<file path="src/rtl/sram_arbiter_pkg.sv">
// ============================================================================
//  Module   : sram_arbiter_pkg
//  Purpose  : Shared state encodings, timing default and math helper for the
//             two-port SRAM arbiter.
//  Revision : 1.0 - initial release
// ============================================================================
`timescale 1ns/1ps
`default_nettype none

package sram_arbiter_pkg;

    typedef enum logic [1:0] {
        ST_IDLE    = 2'd0,
        ST_READ    = 2'd1,
        ST_WRITE   = 2'd2,
        ST_RECOVER = 2'd3
    } state_t;

    localparam int c_t_access_ns = 70;

    function automatic int ceil_div(input int num, input int den);
        return (num + den - 1) / den;
    endfunction

endpackage

`default_nettype wire

</file>
<file path="src/rtl/sram_arbiter.sv">
// ============================================================================
//  Module   : sram_arbiter
//  Purpose  : Round-robin arbiter granting two requesters timed access to an
//             asynchronous SRAM with registered strobes.
//  Revision : 1.0 - initial release
// ============================================================================
`timescale 1ns/1ps
`default_nettype none

module sram_arbiter
    import sram_arbiter_pkg::*;
#(
    parameter int CLK_FREQ    = 50,
    parameter int T_ACCESS_NS = c_t_access_ns,
    parameter int ADDR_BITS   = 20,
    parameter int DATA_BITS   = 48
) (
    input  logic                 clk,
    input  logic                 rst,
    input  logic                 m0_req,
    input  logic                 m0_we,
    input  logic [ADDR_BITS-1:0] m0_addr,
    input  logic [DATA_BITS-1:0] m0_din,
    output logic [DATA_BITS-1:0] m0_dout,
    output logic                 m0_ack,
    input  logic                 m1_req,
    input  logic                 m1_we,
    input  logic [ADDR_BITS-1:0] m1_addr,
    input  logic [DATA_BITS-1:0] m1_din,
    output logic [DATA_BITS-1:0] m1_dout,
    output logic                 m1_ack,
    output logic                 sram_ce_n,
    output logic                 sram_oe_n,
    output logic                 sram_we_n,
    output logic [ADDR_BITS-1:0] sram_addr,
    output logic [DATA_BITS-1:0] sram_dout,
    input  logic [DATA_BITS-1:0] sram_din,
    output logic [1:0]           state
);

    localparam int c_wait_raw = ceil_div(T_ACCESS_NS * CLK_FREQ, 1000);
    localparam int c_wait     = (c_wait_raw < 1) ? 1 : c_wait_raw;
    localparam int c_cnt_w    = $clog2(c_wait + 1);
    localparam logic [c_cnt_w-1:0] c_rd_last = c_cnt_w'(c_wait - 1);
    // Write count 0 is the address-setup cycle, so its strobe window ends one later.
    localparam logic [c_cnt_w-1:0] c_wr_last = c_cnt_w'(c_wait);

    state_t                 r_state;
    logic [c_cnt_w-1:0]     r_cnt;
    logic                   r_port;
    logic                   r_last;
    logic                   r_ce_n;
    logic                   r_oe_n;
    logic                   r_we_n;
    logic [ADDR_BITS-1:0]   r_addr;
    logic [DATA_BITS-1:0]   r_sdout;
    logic [DATA_BITS-1:0]   r_dout0;
    logic [DATA_BITS-1:0]   r_dout1;
    logic                   r_ack0;
    logic                   r_ack1;

    logic                   w_any;
    logic                   w_pick;
    logic                   w_we;
    logic [ADDR_BITS-1:0]   w_addr;
    logic [DATA_BITS-1:0]   w_din;

    assign w_any  = m0_req | m1_req;
    assign w_pick = (m0_req & m1_req) ? ~r_last : m1_req;
    assign w_we   = w_pick ? m1_we   : m0_we;
    assign w_addr = w_pick ? m1_addr : m0_addr;
    assign w_din  = w_pick ? m1_din  : m0_din;

    always_ff @(posedge clk) begin
        if (rst) begin
            r_state <= ST_IDLE;
            r_cnt   <= '0;
            r_port  <= 1'b0;
            r_last  <= 1'b1;
            r_ce_n  <= 1'b1;
            r_oe_n  <= 1'b1;
            r_we_n  <= 1'b1;
            r_addr  <= '0;
            r_sdout <= '0;
            r_dout0 <= '0;
            r_dout1 <= '0;
            r_ack0  <= 1'b0;
            r_ack1  <= 1'b0;
        end else begin
            r_ack0 <= 1'b0;
            r_ack1 <= 1'b0;
            case (r_state)
                ST_IDLE: begin
                    r_ce_n <= 1'b1;
                    r_oe_n <= 1'b1;
                    r_we_n <= 1'b1;
                    if (w_any) begin
                        r_port  <= w_pick;
                        r_last  <= w_pick;
                        r_addr  <= w_addr;
                        r_sdout <= w_din;
                        r_cnt   <= '0;
                        r_ce_n  <= 1'b0;
                        if (w_we) begin
                            r_state <= ST_WRITE;
                        end else begin
                            r_state <= ST_READ;
                            r_oe_n  <= 1'b0;
                        end
                    end
                end
                ST_READ: begin
                    if (r_cnt == c_rd_last) begin
                        if (r_port) r_dout1 <= sram_din;
                        else        r_dout0 <= sram_din;
                        r_ack0  <= ~r_port;
                        r_ack1  <= r_port;
                        r_ce_n  <= 1'b1;
                        r_oe_n  <= 1'b1;
                        r_we_n  <= 1'b1;
                        r_state <= ST_RECOVER;
                    end else begin
                        r_cnt <= r_cnt + c_cnt_w'(1);
                    end
                end
                ST_WRITE: begin
                    if (r_cnt == c_wr_last) begin
                        r_ack0  <= ~r_port;
                        r_ack1  <= r_port;
                        r_ce_n  <= 1'b1;
                        r_oe_n  <= 1'b1;
                        r_we_n  <= 1'b1;
                        r_state <= ST_RECOVER;
                    end else begin
                        r_we_n <= 1'b0;
                        r_cnt  <= r_cnt + c_cnt_w'(1);
                    end
                end
                ST_RECOVER: r_state <= ST_IDLE;
                default:    r_state <= ST_IDLE;
            endcase
        end
    end

    assign m0_dout   = r_dout0;
    assign m1_dout   = r_dout1;
    assign m0_ack    = r_ack0;
    assign m1_ack    = r_ack1;
    assign sram_ce_n = r_ce_n;
    assign sram_oe_n = r_oe_n;
    assign sram_we_n = r_we_n;
    assign sram_addr = r_addr;
    assign sram_dout = r_sdout;
    assign state     = r_state;

endmodule

`default_nettype wire

</file>
<file path="config.mk">
export PLATFORM = sky130hd
export DESIGN_NAME = sram_arbiter
export DESIGN_NICKNAME = d
export VERILOG_FILES = /design/src/rtl/sram_arbiter_pkg.sv /design/src/rtl/sram_arbiter.sv
export SDC_FILE = /design/constraint.sdc
export NUM_CORES = 1
export LEC_CHECK = 0
export CORE_MARGIN = 2
export CORE_UTILIZATION = 34
export DETAILED_ROUTE_END_ITERATION = 12
export PLACE_DENSITY = 0.67
export SKIP_CTS_REPAIR_TIMING = 1
export SLEW_MARGIN = 20
export SYNTH_ARGS = -nofsm -noshare
export SYNTH_HDL_FRONTEND = slang
export SYNTH_SLANG_ARGS = --single-unit
</file>
<file path="constraint.sdc">
create_clock -name clk -period 5.25 [get_ports clk]
set_input_delay 1.575 -clock clk [delete_from_list [all_inputs] [get_ports clk]]
set_output_delay 1.575 -clock clk [all_outputs]
set_load 0.1 [all_outputs]
</file>
### Word level (Yosys, flattened, before mapping)

Index checks and enable logic that the tools add are counted.

| word-level totals | value |
|---|---|
| bits in latches | 0 |
| memories | 0 |
| output and inout port bits | 171 |
| ROM bits | 0 |
| bits in writable memories | 0 |
| input bits | 190 |
| flip-flop bits (word level) | 176 |

| operators by class | value |
|---|---|
| multiplexer cells | 28 |
| bitwise gates (word level) | 4 |
| divide/modulo/power cells | 0 |
| shift operators | 0 |
| eq/ne operators | 10 |
| reductions and logical operators | 9 |
| order comparisons | 0 |
| add/subtract/negate cells | 1 |
| $mul | 0 |

Operator list:

| operator | count |
|---|---|
| two-way mux 48 bit | 1 |
| two-way mux 20 bit | 1 |
| two-way mux 1 bit | 12 |
| AND reduction 3 bit | 4 |
| != test 2 bit, second input constant | 5 |
| two-way mux 3 bit | 3 |
| case mux 1 bit (3 select lines) | 3 |
| case mux 3 bit (3 select lines) | 1 |
| two-way mux 2 bit | 4 |
| case mux 2 bit (4 select lines) | 1 |
| equality test 2 bit, second input constant | 2 |
| case mux 1 bit (2 select lines) | 2 |
| AND reduction 2 bit | 2 |
| AND reduction 4 bit | 1 |
| adder 3 x 1 -> 3 bit, second input constant | 1 |
| equality test 3 x 2 -> 1 bit, second input constant | 1 |
| equality test 3 bit, second input constant | 1 |
| nonzero test 3 bit | 1 |
| equality test 2 x 1 -> 1 bit, second input constant | 1 |
| zero test 2 bit | 1 |
| NOT 1 bit | 2 |
| AND 1 bit | 1 |
| bitwise OR 1 bit | 1 |

### Logic depth before layout (Yosys ltp)

| logic depth | value |
|---|---|
| word-level depth | 6 |
| mapped depth | 8 |
| depth with buffers taken out | 5 |

### Least setup slack after synthesis

No wires, ideal clock.

| path | value |
|---|---|
| path kind | input-to-reg |
| from | input m1_req |
| to | register r_oe_n, in the netlist sram_oe_n |
| data arrival time | 2.570 ns |
| slack | 2.554 ns |
| cell stages on the path | 4 |
| cells stage by stage | a21boi_1 buf_2 mux2_4 o41a_1 |

| on the way | value |
|---|---|
| cells in the longest elaborated chain, start to end | 6 |

RTL lines:

| what | RTL line | source |
|---|---|---|
| start, declared | sram_arbiter.sv:26 | `input logic m1_req,` |
| AND 1 bit | sram_arbiter.sv:69 | `assign w_pick = (m0_req & m1_req) ? ~r_last : m1_req;` |
| two-way mux 1 bit | sram_arbiter.sv:69 |  |
| two-way mux 1 bit | sram_arbiter.sv:70 | `assign w_we = w_pick ? m1_we : m0_we;` |
| two-way mux 1 bit | sram_arbiter.sv:104 | `if (w_we) begin` |
| two-way mux 1 bit (*) | sram_arbiter.sv:97 | `if (w_any) begin` |
| case mux 1 bit (3 select lines) (*) | sram_arbiter.sv:92 | `case (r_state)` |
| end signal, assigned | sram_arbiter.sv:81 | `r_oe_n <= 1'b1;` |
| end signal, assigned | sram_arbiter.sv:95 | `r_oe_n <= 1'b1;` |
| end signal, assigned | sram_arbiter.sv:108 | `r_oe_n <= 1'b0;` |
| end, declared | sram_arbiter.sv:53 | `logic r_oe_n;` |

Mark *: on every way between the ends. The rest lies on a longest branch, timed or not.
A chain may end at the register's enable or synchronous reset.

### Final worst setup path

| path | value |
|---|---|
| from | register r_state[1], in the netlist state[1] |
| to | output state[1] |

RTL lines:

| what | RTL line | source |
|---|---|---|
| start, declared | sram_arbiter.sv:48 | `state_t r_state;` |
| start signal, assigned | sram_arbiter.sv:76 | `r_state <= ST_IDLE;` |
| start signal, assigned | sram_arbiter.sv:105 | `r_state <= ST_WRITE;` |
| start signal, assigned | sram_arbiter.sv:107 | `r_state <= ST_READ;` |
| end, declared | sram_arbiter.sv:38 | `output logic [1:0] state` |

No word-level cell between the ends.

==> results.cfg <==
[finish]
layout-drive-gt1-share_pct = 4.497
antenna_cells_inserted = 0
most_common_cell_after_layout_fill_and_taps_aside = clkdlybuf4s50_1
most_frequent_cells_in_the_layout = clkdlybuf4s50_1 (359), nand2_1 (195), dfxtp_1 (176)
fin_nets = 1318
final_core_utilization_pct = 57.07
post-route-cell-area_um2 = 11220
syn2layout_area_growth_pct = 63.30

[placed_design]
finalWeightedCongestion = 0.7876
place.detailed.hpwl_um = 16290
io_buffers = 360
placed_area_um2 = 10610

[timing]
slew_headroom_pct = 25.55
final_hold_viol_count = 0
maximum_achievable_frequency_mhz = 280.9
aggregate_negative_setup_slack_ns = 0
final-max-slew-violation-count = 0
finClkSkew_ns = 0.01172
rsz0062_at_grt = false
final_period_minus_worst_setup_slack_ns = 3.560
final_critical_path_share_of_the_clock_period_pct = 67.81
worst_slew_pin_slew_ns = 1.113
setup_viol_count_final = 0

[floorplan]
floorplan.die.width_um = 146.1
num_rows = 51
floorplan.die.height_um = 146.1
core_ar_um2 = 19650
floorplan.initialDensity_pct = 34.95
fp.dieArea_um2 = 21360
boundaryPins = 361

[cts]
clock_latency_at_the_later_pin_of_the_worst_skew_pair_ns = 0.42
tritoncts = built
worst_setup_hold_path_clk_slew_ns = 0.07
cts.sinks = 176
cts.root.buffer_cell = clkbuf_16
ctsHtreeMaxLevel = 4
cts-buffers-inserted = 17
ctsLongestPathBuffers = 2

[power]
clock_power_share_pct = 24.3
power.net_switching_mw = 2.484
p_leak_nw = 3.980
switching_share_pct = 46.65
power_frac_comb_pct = 45.4
internal_cell_power_mw = 2.842
relative_contribution_of_sequential_cells_to_total_power_pct = 30.3
irDropWorstVdd_mv = 0.3805
power_dens_cells_nw_per_um2 = 474.8

[logic_synthesis]
seq_area_frac_synth_pct = 51.29
postSynth.topFlopCell = dfxtp_1
post_synth_num_cell_types = 41
syn_area_um2 = 6869
postSynthCellCount = 800
synth.avg_cell_area_um2 = 8.586
yosys_warnings = 0
synth-edff-count = 0
ys_ff_latch = 176
yosys.area.top_type_share_pct = 51.29
post_synth_main_area_contributors = dfxtp_1 (51%), a21oi_1 (12%), nand2_1 (11%)
synth_largest_area_cell = dfxtp_1
synth.net_count = 997
async_reset_ff_share_pct = 0

[worst_setup_path]
crit_family = buffers and inverters
cp.arrival_ns = 1.98
cp_slowest_cell = clkdlybuf4s50_1
buffers_inverters_on_critical_path = 1
worst_ep_required_time_ns = 3.68
ff2ff_setup_slack_ns = 3.07
crit_path_cell_trace = clkdlybuf4s50_1
delay_of_the_slowest_cell_on_the_worst_path_ns = 1.18
regToRegEndpoint = m0_dout[31]
number_of_cells_on_the_worst_reg_to_reg_path = 5
worst-path-max-fanout = 4
crit_type = reg2out
end_kind = output pin
critPathLaunchType = flop
rr_startpoint = r_cnt[0]

[routing]
initial_drt_markers = 277
wl_met3_um = 2054
routed_via_density = 4.791
routed-wl-met2_um = 11340
maxUsedRoutingLayer = met4
drtAntennaViolNets = 0
detail_route.drc_violations = 0
via_count = 6702
dr.pass1.iters = 5
routedLengthMet1_um = 9180
post_drt_wl_per_cell_um = 16.41
totalWireLength_um = 22960

[global_routing]
grt_first_pass_wirelength_um = 35280
via_count_of_the_first_global_routing_pass = 6345
gr-usage-all-layers_pct = 20.88
grt_start_max_net_pins = 137
antenna_found_initial = 0
grt.overflow.total = 0

[hold_path]
whs_path_depth = 2
timing.hold.worst.class = reg2reg
hold_path.startpoint = m1_dout[24]
whs_endpoint = m1_dout[24]

[status]
outcome = complete, no violations

[flow_run]
timing.max_cap.violations = 0
logic make-up after synthesis:
group           synth area share [%]
compound gates                 19.40
mux                            10.42
simple gates                   12.99
buf+inv                        4.627
fa+ha+maj                      1.275
flops                          51.29
flip-flops by register name, indices dropped and copies added, names as in the netlist:
register / count
sram_addr: 20
m1_dout: 48
m1_ack: 1
state: 2
r_cnt: 3
sram_dout: 48
m0_dout: 48
sram_ce_n: 1
m0_ack: 1
r_port: 1
sram_we_n: 1
sram_oe_n: 1
r_last: 1
how the worst max path moves through the flow:
stage,start,slack [ns],end,depth (start not counted)
after floorplan,m1_req,2.55,sram_oe_n,4
after global placement,m1_req,1.87,sram_dout[18],5
after detailed placement,m1_req,1.86,sram_dout[18],5
after CTS,sram_dout[22],1.66,sram_dout[22],1
after global routing,state[1],1.62,state[1],1
final,state[1],1.69,state[1],1
routing by layer:
layer | GRT usage [%] | vias up
li1 | - | 3387
met1 | 24.13 | 3035
met2 | 35.99 | 263
met3 | 7.969 | 17
met4 | 6.165 | 0
met5 | 0 | -
per-stage QoR:
step	hold slack (ns)	instances	worst slack, ns	total power, mW
2_1_floorplan	0.4772	800	2.555	3.409
3_3_place_gp	0.4410	1367	1.873	4.059
3_5_place_dp	0.4459	1367	1.862	4.065
4_1_cts	0.4562	1399	1.658	5.377
5_1_grt	0.4666	1399	1.625	5.543
6_report	0.4522	1399	1.690	5.326
synth_stat cells, drive strengths merged, types with 2 or more instances:
| master | number |
|---|---|
| a31o | 2 |
| a21oi | 166 |
| nand2b | 3 |
| inv | 8 |
| nor4 | 3 |
| and3 | 3 |
| nand3 | 3 |
| clkbuf | 37 |
| a21boi | 2 |
| buf | 27 |
| o21bai | 2 |
| ha | 7 |
| o21ai | 72 |
| o32ai | 2 |
| dfxtp | 176 |
| or3b | 2 |
| nand2 | 195 |
| mux2i | 70 |
power by group through the flow:
| stage | Clock [mW] | Combinational (mW) | Sequential, mW |
|---|---|---|---|
| 6_report | 1.29 | 2.42 | 1.62 |
| 5_1_grt | 1.39 | 2.51 | 1.64 |
| 4_1_cts | 1.33 | 2.43 | 1.62 |
| 3_5_place_dp | 0 | 2.42 | 1.64 |
| 3_3_place_gp | 0 | 2.42 | 1.64 |
| 2_1_floorplan | 0 | 0.532 | 2.88 |
area by class of cell:
class / count / area, um^2
fillers: 1796 / 8437
clock inverters: 14 / 167.7
clock buffers: 18 / 439.2
well taps: 265 / 331.6
multi-input cells: 552 / 3054
inverters: 8 / 30.03
repair buffers: 366 / 3671
flip-flops and latches: 176 / 3523
(Power assumes the default switching activity.)
==> RTL change 1 (config.mk and constraints unchanged) <==
Set the parameter `DATA_BITS` to 24 (it was 48).
--- a/src/rtl/sram_arbiter.sv
+++ b/src/rtl/sram_arbiter.sv
@@ -14,5 +14,5 @@
     parameter int T_ACCESS_NS = c_t_access_ns,
     parameter int ADDR_BITS   = 20,
-    parameter int DATA_BITS   = 48
+    parameter int DATA_BITS   = 24
 ) (
     input  logic                 clk,
Ports: changed (6 resized); port bits go from 361 to 217. No check against the original RTL was run, so the function may have changed too.
==> RTL change 1 against the original RTL <==
  * Global-route usage is 2.2 points lower
  * Clock skew is 0.0056 ns lower
  * Total power decreased by 38%
  * Wire length is 44% lower
  * Area after synthesis decreased by 38%
  * Synthesized cell count down 39%
  * First-iteration DRC count decreased by 16%
  * Sequential cell count is 72 lower
  * Utilization is 1.1 points lower
  * Cell count down 39%
  * Design area decreased by 40%
  * Setup slack better by 0.097 ns
  * Critical endpoint is now state[0]
==> RTL change 1: results (changes against the original RTL) <==
GRT
  • Largest net degree at the start of global routing: 59 (-57%)
  • Tot GR Track Use: 18.7% (-2.2 points)
  • Vias in the first global route: 3997 (-37%)
  • First-pass GRT wire length: 19800 microns (-44%)

Routing
  • 1st-pass router iterations: 4 (-1)
  • Initial drt markers: 233 (-16%)
  • Wire per inst: 15.1 microns (-7.9%)

Logic synthesis
  • Post-synthesis net count: 617 (-38%)
  • Commonest cells post-synth: dfxtp_1, nand2_1, a21oi_1, mux2i_1, o21ai_0
  • Mapped Cells: 492 (-39%)
  • Sequential share of the synthesized area: 48.8% (-2.5 points)

Power
  • Leakage power: 2.45 nW (-39%)
  • Worst VDD drop: 0.398 mV (+4.6%)
  • Pint: 1.74 mW (-39%)

Placement
  • Routability-driven placement congestion ratio: 0.802 (+1.9%)
  • HPWL Detailed: 9600 microns (-41%)
  • Port bufs: 216 (-40%)
  • Area post-placement: 0.00648 sq mm (-39%)
  • Placed insts: 841 (-38%)

Final layout
  • Share of post-route cells with drive strength above 1: 3.34% (-1.2 points)

STA
  • Slew headroom: 29.3% (+3.8 points)
  • Fin Clk Skew: 0.00609 ns (-0.00563 ns)

Critical path
  • Max stage delay on crit path: 1.16 ns (-0.02 ns)
  • CP Data Arrival Time: 1.89 ns (-0.09 ns)

CTS
  • Clock Latency Late Sink: 0.34 ns (-0.08 ns)
  • CTS H-Tree Depth: 3 (-1)
  • CTS Buf Count: 9 (-8)

Run status
  • Status: finished, final reports clean
-- RTL change 1: changes by cell type in the layout (fill, tap and decap cells not counted), moves of 4 or more --
cell	change
mux2i_1	-24
dfxtp_1	-72
inv_8	-4
clkbuf_16	-8
clkdlybuf4s50_1	-144
nand2_1	-95
o21ai_0	-27
a21oi_1	-67
inv_6	-4
-- RTL change 1: cells by family (layout without fill, tap and decap cells) --
kind of cell	after synthesis	in the layout	synth area share, %
fa+ha+maj	7	7	2.05
compound gates	161	161	20.1
simple gates	126	126	12.8
mux	47	47	11.0
buf+inv	47	244	5.24
flops	104	104	48.8
-- RTL change 1: path summary, 6_finish.rpt --
check                   from       endpoint  slack [ns]  cells after the start
hold reg to reg   m0_dout[3]     m0_dout[3]        0.45                      2
hold / removal    m0_dout[3]     m0_dout[3]        0.45                      2
setup / recovery    state[0]       state[0]        1.79                      1
setup reg to reg    state[0]  sram_addr[14]        2.85                      6
-- RTL change 1: area by class of cell --
cell class	count	area, sq um
clock buffers	13	260
clock inverters	3	40.0
fillers	1096	5330
inverters	8	30.0
multi-input cells	341	1970
flip-flops and latches	104	2080
well taps	168	210
repair buffers	220	2190
-- RTL change 1: per-stage QoR --
| step | worst slack [ns] | total power, mW |
|---|---|---|
| after floorplan | 2.65 | 2.24 |
| final | 1.79 | 3.32 |
| after global routing | 1.65 | 3.47 |
| after detailed placement | 1.51 | 2.66 |
| after global placement | 1.61 | 2.64 |
| after CTS | 1.77 | 3.34 |
-- RTL change 1: power by group through the flow --
stage          sequential [mW]  clock, mW  combinational, mW
4_1_cts                  0.995      0.690               1.66
2_1_floorplan             1.84          0              0.406
6_report                 0.994      0.673               1.65
3_3_place_gp              1.01          0               1.64
3_5_place_dp              1.01          0               1.65
5_1_grt                   1.01      0.731               1.73
-- RTL change 1: tightest hold or removal path: stages (launching register included) --
cell	delay [ns]
dfxtp_1	0.31
nand2_1	0.05
a21oi_1	0.05
-- RTL change 1: routing by layer --
metal / routed length, microns / GRT usage, %
met1: 5440 / 22.1
met4: 120 / 5.24
met5: 0 / 0
met2: 6260 / 32.3
met3: 1130 / 6.28
==> RTL change 2 (same flow settings) <==
Without the edit above. Make the reset (`rst`) asynchronous in one clocked block.
--- a/src/rtl/sram_arbiter.sv
+++ b/src/rtl/sram_arbiter.sv
@@ -72,5 +72,5 @@
     assign w_din  = w_pick ? m1_din  : m0_din;
 
-    always_ff @(posedge clk) begin
+    always_ff @(posedge clk or posedge rst) begin
         if (rst) begin
             r_state <= ST_IDLE;
Check against the original RTL: differs if rst is asserted again (counterexample within 4 cycles, from zero or initial values and one cycle with rst high); with rst held inactive, the same outputs for 4 cycles.
==> RTL change 2 against the original RTL <==
  * Count of clock-buffer cells in the layout did not move
  * Wire length fell by 9.3%
  * Design area rose by 5.9%
  * Global-route usage fell by 2.9 points
  * Synthesized cell count fell by 29%
  * Setup slack got worse by 0.098 ns
  * Area after synthesis rose by 8.2%
  * Sequential cell count did not move
Power is left out: the tool's default activity adds up to more than one toggle a clock period on the data nets, which glitch-free logic cannot reach.
==> RTL change 2: results (changes against the original RTL) <==
Run status
  • Status: finished, final reports clean

Logic synthesis
  • Post-synth cell types: 37 (-9.8%)
  • Syn avg cell area: 13.1 sq um (+52%)
  • Synth Warn #: 0 (unchanged)
  • Sequential share of the synthesized area: 59.3% (+8.0 points)
  • Fraction of registers with async set/reset: 100% (+100 points)
  • Post-synthesis net count: 766 (-23%)
  • Commonest cells post-synth: dfrtp_1, mux2_2, mux2i_1, nand2_1, o21ai_1
  • Main area contributors after synthesis: dfrtp_1, mux2_2, mux2i_1

CTS
  • CTS Buffer Depth: 2 (unchanged)
  • CTS Buf Count: 17 (unchanged)
  • Clk slew on worst S/H paths: 0.07 ns (about the same)
  • CTS H-Tree Depth: 4 (unchanged)
  • Clock Latency Late Sink: 0.42 ns (about the same)
  • Clk root buf: clkbuf_16

Critical path
  • R2r worst-path depth: 4 (-1)
  • CP Capture Point: sram_we_n
  • CP Data Arrival Time: 2.08 ns (+0.10 ns)
  • CP max FO: 2 (-2)
  • Worst reg2reg setup slack: 3.23 ns (+0.16 ns)
  • RR Startpoint: r_last
  • Max stage delay on crit path: 1.13 ns (-0.05 ns)
  • Crit path max-delay family: buffers and inverters
  • FF-to-FF End: sram_dout[15]
  • Slowest-stage cell, CP: clkdlybuf4s50_1
  • Crit path launch: sram_we_n

Routing
  • Initial drt markers: 191 (-31%)
  • 1st-pass router iterations: 4 (-1)
  • Residual DRC: 0 (unchanged)
  • Wire per inst: 17.1 microns (+4.2%)
  • Vias per Instance: 4.63 (-3.3%)

GRT
  • Vias in the first global route: 5733 (-9.6%)
  • Largest net degree at the start of global routing: 138 (+0.73%)
  • Initial antenna violation count: 0 (unchanged)
  • First-pass GRT wire length: 32500 microns (-7.8%)
  • Tot GR Track Use: 18.0% (-2.9 points)

Final layout
  • N_diodes: 0 (unchanged)
  • Share of post-route cells with drive strength above 1: 15.9% (+11 points)
  • # nets final: 1123 (-15%)
  • Fin cells: 1218 (-13%)

Worst hold path
  • Hold Crit Class: register to register
  • WHS Endpoint: sram_dout[3]
  • Hold path depth: 2 (unchanged)
  • Worst Hold Launch: sram_dout[3]

Placement
  • Area post-placement: 0.0113 sq mm (+6.5%)
  • Port bufs: 360 (unchanged)
  • Placed insts: 1185 (-13%)
  • Routability-driven placement congestion ratio: 0.822 (+4.4%)
  • Pre-CTS WS: 1.31 ns (-0.551 ns)
  • HPWL Detailed: 15700 microns (-3.6%)

STA
  • Fin Clk Skew: 0.00951 ns (-0.00221 ns)
  • FMAX: 273 MHz (-2.7%)
  • Hold_ws: 0.483 ns (+0.0309 ns)
  • Slew headroom: 27.1% (+1.6 points)
  • Pins Over Slew Limit: 0 (unchanged)
==> RTL change 2: final cells by class <==
class	instances	area (sq um)
inverter	9	37.5
timing repair buffer	371	3760
clock inverter	14	125
tap	280	350
fill	1889	9740
sequential	176	4410
multi-input combinational	350	2780
clock buffer	18	429
==> RTL change 2: routing by layer <==
| metal | part of all wire, % | up-vias | global-route usage [%] |
|---|---|---|---|
| li1 | - | 2706 | - |
| met1 | 42 | 2654 | 21.8 |
| met2 | 48 | 255 | 29.8 |
| met3 | 8.4 | 25 | 6.62 |
| met4 | 2.3 | 0 | 5.79 |
| met5 | 0 | - | 0 |
==> RTL change 2: cell families (layout without fill, tap and decap cells) <==
family                   Yosys count  in the layout  synth area share [%]
multiplexers                     168            168                  24.3
buffers and inverters             42            412                  3.70
adder cells (fa/ha/maj)            8              8                  1.35
AND/OR/NAND/NOR                   89             89                  5.02
flip-flops                       176            176                  59.3
AO/OA/AOI/OAI                     85             85                  6.35
